### src/rtl/mseq_gen.sv
// mseq_gen: parametrised maximal-length sequence generator.
//   Fibonacci LFSR with programmable taps. A clock-enable divider sets the
//   step rate. Seeds can be loaded at run time, and an all-zero state is
//   replaced by SEED. The block also produces a period sync pulse and
//   assembles the serial bits into parallel words.
// Ports:
//   CLK_50MHZ  in   system clock, rising edge
//   RST_N      in   asynchronous active-low reset
//   en         in   run enable; low freezes divider, LFSR and counters
//   load       in   one-cycle seed load strobe
//   seed_in    in   seed captured on load (zero is replaced by SEED)
//   out_fun    out  serial sequence bit, state MSB
//   data       out  last DATA_W emitted bits, oldest at MSB
//   data_valid out  one-cycle pulse when data holds a fresh word
//   sync       out  one-cycle pulse when the LFSR is back at its period start
//   lockup     out  sticky: a zero seed or zero state was replaced by SEED
module mseq_gen #(
  parameter int unsigned       LFSR_W = 5,
  parameter logic [LFSR_W-1:0] TAPS   = 5'b10100,
  parameter logic [LFSR_W-1:0] SEED   = 5'b00001,
  parameter int unsigned       DIV    = 1,
  parameter int unsigned       DATA_W = 8
) (
  input  logic              CLK_50MHZ,
  input  logic              RST_N,
  input  logic              en,
  input  logic              load,
  input  logic [LFSR_W-1:0] seed_in,
  output logic              out_fun,
  output logic [DATA_W-1:0] data,
  output logic              data_valid,
  output logic              sync,
  output logic              lockup
);

  localparam int unsigned DIV_CW = 16;
  localparam int unsigned BIT_CW = $clog2(DATA_W + 1);

  localparam logic [DIV_CW-1:0] DIV_LAST = DIV_CW'(DIV - 1);
  localparam logic [BIT_CW-1:0] BIT_LAST = BIT_CW'(DATA_W - 1);
  // Last step index of a period, 2^LFSR_W-2, built without overflowing at 32 bits.
  localparam logic [LFSR_W-1:0] PER_LAST = {{(LFSR_W - 1){1'b1}}, 1'b0};

  logic [LFSR_W-1:0] state, state_nxt;
  logic [DIV_CW-1:0] div_cnt, div_nxt;
  logic [LFSR_W-1:0] per_cnt, per_nxt;
  logic [BIT_CW-1:0] bit_cnt, bit_nxt;
  logic [DATA_W-1:0] data_nxt;
  logic              dv_nxt;
  logic              sync_nxt;
  logic              lockup_nxt;
  logic              tick_c;
  logic              fb_c;

  // Divider tick and Fibonacci feedback.
  assign tick_c  = en && (div_cnt == DIV_LAST);
  assign fb_c    = ^(state & TAPS);
  assign out_fun = state[LFSR_W-1];

  // Next-state logic: load beats lockup recovery, which beats a normal step.
  always_comb begin
    state_nxt  = state;
    div_nxt    = div_cnt;
    per_nxt    = per_cnt;
    bit_nxt    = bit_cnt;
    data_nxt   = data;
    dv_nxt     = 1'b0;
    sync_nxt   = 1'b0;
    lockup_nxt = lockup;

    if (load) begin
      div_nxt = '0;
      per_nxt = '0;
      bit_nxt = '0;
      if (seed_in == '0) begin
        state_nxt  = SEED;
        lockup_nxt = 1'b1;
      end else begin
        state_nxt  = seed_in;
        lockup_nxt = 1'b0;
      end
    end else if (state == '0) begin
      // An all-zero state cannot be reached normally; recover to SEED.
      state_nxt  = SEED;
      lockup_nxt = 1'b1;
    end else if (en) begin
      if (tick_c) begin
        div_nxt   = '0;
        state_nxt = {state[LFSR_W-2:0], fb_c};
        // The emitted bit is the pre-step serial output.
        data_nxt  = {data[DATA_W-2:0], state[LFSR_W-1]};

        if (bit_cnt == BIT_LAST) begin
          bit_nxt = '0;
          dv_nxt  = 1'b1;
        end else begin
          bit_nxt = bit_cnt + BIT_CW'(1);
        end

        if (per_cnt == PER_LAST) begin
          per_nxt  = '0;
          sync_nxt = 1'b1;
        end else begin
          per_nxt = per_cnt + LFSR_W'(1);
        end
      end else begin
        div_nxt = div_cnt + DIV_CW'(1);
      end
    end
  end

  // State registers.
  always_ff @(posedge CLK_50MHZ or negedge RST_N) begin
    if (!RST_N) begin
      state      <= SEED;
      div_cnt    <= '0;
      per_cnt    <= '0;
      bit_cnt    <= '0;
      data       <= '0;
      data_valid <= 1'b0;
      sync       <= 1'b0;
      lockup     <= 1'b0;
    end else begin
      state      <= state_nxt;
      div_cnt    <= div_nxt;
      per_cnt    <= per_nxt;
      bit_cnt    <= bit_nxt;
      data       <= data_nxt;
      data_valid <= dv_nxt;
      sync       <= sync_nxt;
      lockup     <= lockup_nxt;
    end
  end

endmodule

### config.mk
export PLATFORM = sky130hd
export DESIGN_NAME = mseq_gen
export DESIGN_NICKNAME = d
export VERILOG_FILES = /design/src/rtl/mseq_gen.sv
export SDC_FILE = /design/constraint.sdc
export NUM_CORES = 1
export LEC_CHECK = 0
export BUFFER_PORTS_ARGS = -buffer_cell sky130_fd_sc_hd__buf_2
export CAP_MARGIN = 20
export CELL_PAD_IN_SITES_DETAIL_PLACEMENT = 0
export CELL_PAD_IN_SITES_GLOBAL_PLACEMENT = 1
export CORE_MARGIN = 8
export CORE_UTILIZATION = 49
export DETAILED_ROUTE_END_ITERATION = 6
export GPL_TIMING_DRIVEN = 0
export MAX_ROUTING_LAYER = met4
export PLACE_DENSITY_LB_ADDON = 0.1
export SLEW_MARGIN = 5
export SYNTH_ARGS = -nofsm -noshare
export SYNTH_HDL_FRONTEND = slang
export SYNTH_SLANG_ARGS = --single-unit
export TNS_END_PERCENT = 100
### constraint.sdc
create_clock -name CLK_50MHZ -period 2.7 [get_ports CLK_50MHZ]
set_input_delay 0.27 -clock CLK_50MHZ [delete_from_list [all_inputs] [get_ports CLK_50MHZ]]
set_output_delay 0.27 -clock CLK_50MHZ [all_outputs]
set_load 0.005 [all_outputs]
==> metrics <==
P per Cell Area between 600 and 700 mW/mm^2; peak supply drop approximately 0.00026 V; Yosys cell types 50; post-synth top area share between 40 and 50%; Final Wtd Congestion between 0.8 and 0.9; global-route wire length before repair about 8000 um; total power ~1600 uW; initial core utilization 50.0%; FP Rows 24; Post-synth ARST share 100%; CP cell instances inv_1 > ha_1 > nor4b_2 > and4_1 > clkbuf_2 > buf_4 > a21oi_1 > o21ai_0 > a21oi_1; height of the die 82.2 um; Worst setup EP type flop; Net Count, Synth between 200 and 250; Layout Nets around 250; CTS Root Cell clkbuf_8; clk_lat worst skew 0.30 ns; Primary FF master, synth dfrtp_1; period utilization between 70 and 80%; H-tree levels 2; gr usage total approximately 16%; Most common cell on crit path a21oi_1; number of global-route vias before repair approximately 1700; yosys warns 0; Startpoint Class flop; number of enable flip-flop cells after synthesis 0; Hold Fails Final Rpt 0; HPWL Detailed approximately 3500 um; Reg clk slew, reported paths 0.08 ns; Critical Path AT 2.15 ns; Hold WC Path Type in -> async; Fillers around 400; Final Util between 50 and 60%; Worst-Margin Slew between 0.9 and 1 ns; fmax around 500 MHz; Final Setup Violations 0; Crit path max-delay family simple AND/OR/NAND/NOR gates; PortBufs 20; Synth area leaders dfrtp_1, nor2_1, mux2_2, a21oi_1, xor2_1; DR WL/cell roughly 16 um; max_slew headroom 38.5%; WP buf/inv 3; post-layout min period between 1.5 and 2 ns; CTS resizes 0; Post-Route WL ~4700 um; synth cell count leaders dfrtp_1, nor2_1, a21oi_1; drt drc 0; mapped cell area between 0.002 and 0.0025 mm^2; area of the multi-input gates between 0.001 and 0.0015 mm^2; Hold Buf Count CTS 0; vias per cell between 5 and 6; post-synthesis simple-gate area fraction ~23%; compound-cell area share of the yosys netlist between 10% and 20%; antenna violations before repair 0; Crit path required time approximately 2.9 ns; post-route ant nets 0; core area 0.00429 mm^2; slowest library cell on the worst path dfrtp_1; Clock Sinks 41; synthesis-stage register bit count 41; multiplexer share of the synthesized area under 10%; largest net degree at the start of global routing 42; worst-path fanout max 10; average size of a mapped cell between 10 and 15 um^2; fin. max-slew vios 0; sequential area share after synthesis 47.8%; Chip Width 82.2 um; maxcap violations 0; RSZ-0062 raised after global routing false; dominant combinational cell family by area after synthesis simple AND/OR/NAND/NOR gates; gate count of the mapped netlist 213; CTS Buffer Depth 2; Area Overhead vs Synth 13.3%; XOR/XNOR Fraction of Synth Area under 10%; fraction of the mapped netlist area in adder cells under 10%; CTS Buf Count 5; Iteration-0 DRC Markers a little over 80; most common cell in the netlist dfrtp_1; post-synth top area cell dfrtp_1; DRT Pass-1 Iters 4; layout cells sized above 1 a little over a fifth; gr ovfl total 0; flop2flop setup slack between 0.7 and 0.8 ns; setup bufs post-CTS 0; CTS tree built; Max stage delay on crit path about 0.42 ns; status finished clean; Ports 21; critical path class reg -> reg; LEAKAGE between 0.001 and 0.0015 uW; Ant. Diodes 0; final setup skew 0.0115 ns; Final TNS setup 0 ns; via count between 1500 and 2000; DIE AREA approximately 0.0068 mm^2; Register Area 0.00103 mm^2
-- power breakdown --
| group | leakage (uW) | switching (uW) | internal, uW |
|---|---|---|---|
| logic | 0.000504 | 139 | 138 |
| clock network | 0.0000574 | 219 | 301 |
| registers | 0.000539 | 60.7 | 695 |
-- layout make-up --
| type | count | area share (%) |
|---|---|---|
| repair buffers | 20 | 4.12 |
| clock inverters | 2 | 1.54 |
| inverters | 4 | 0.617 |
| plain buffers | 9 | 2.01 |
| multi-input cells | 159 | 43.4 |
| well taps | 52 | 2.67 |
| clock buffers | 6 | 3.40 |
| flip-flops and latches | 41 | 42.2 |
-- cell families (layout without fill, tap and decap cells) --
logic type               after synthesis  in the layout
flip-flops                            41             41
buffers and inverters                 13             41
XOR/XNOR                              11             11
AND/OR/NAND/NOR                       90             90
AO/OA/AOI/OAI                         37             37
adder cells (fa/ha/maj)                5              5
multiplexers                          16             16
-- worst reg2reg max path: stages (launching register included) --
cell and delay, ns:
dfrtp_1 0.42, inv_1 0.11, ha_1 0.16, nor4b_2 0.25
and4_1 0.24, clkbuf_2 0.15, buf_4 0.20, a21oi_1 0.05
o21ai_0 0.18, a21oi_1 0.09
-- layer usage --
layer  part of all wire, %  vias up  GRT usage, %
met2                    49       25          24.9
met3                   3.5        4          3.68
met4                   1.0        0          4.56
met1                    46      824          19.0
met5                     0        -             -
li1                      -      817             -
-- through the flow --
stage          hold slack, ns  instance area [um^2]  std cells  setup slack, ns
6_report                0.106                  2430        293            0.709
5_1_grt                 0.192                  2430        293            0.597
4_1_cts                 0.134                  2430        293            0.734
3_5_place_dp            0.458                  2310        285            0.666
3_3_place_gp            0.426                  2310        285            0.735
2_1_floorplan         -0.0256                  2150        213            0.950
-- sequential cells by signal (all words and copies together) (netlist names) --
register	flops
div_cnt	16
bit_cnt	4
state	5
per_cnt	5
sync	1
data	8
lockup	1
data_valid	1
-- final timing paths --
kind | endpoint | from | cells past startpoint
worst max-delay path | div_cnt[11]$_DFFE_PN0P_ | div_cnt[0]$_DFFE_PN0P_ | 9
worst min-delay path | per_cnt[0]$_DFFE_PN0P_ | RST_N | 1
worst max register to register | div_cnt[11]$_DFFE_PN0P_ | div_cnt[0]$_DFFE_PN0P_ | 9
worst min register to register | lockup$_DFFE_PN0N_ | lockup$_DFFE_PN0N_ | 1
max in group asynchronous | div_cnt[14]$_DFFE_PN0P_ | RST_N | 1
min in group CLK_50MHZ | state[3]$_DFFE_PN0P_ | seed_in[3] | 3
-- layout by cell type (no fill, tap or decap), types with 2 or more instances in the layout --
cell	netlist	layout
clkbuf_8	0	6
nand3_1	7	7
xnor2_1	2	2
o21ai_0	6	6
nor3_1	6	6
and2_1	2	2
nor4_1	3	3
nand4_1	6	6
and4_1	2	2
a31oi_1	2	2
nor4b_2	2	2
and3_1	4	4
a21oi_1	16	16
nor2_1	31	31
mux2i_1	7	7
nand2_1	11	11
clkbuf_1	3	3
dfrtp_1	40	40
o211ai_1	3	3
xor2_1	9	9
inv_1	4	4
nand2b_1	3	3
ha_1	5	5
buf_2	2	22
or4_1	3	3
mux2_2	9	9
(Power assumes the default switching activity.)
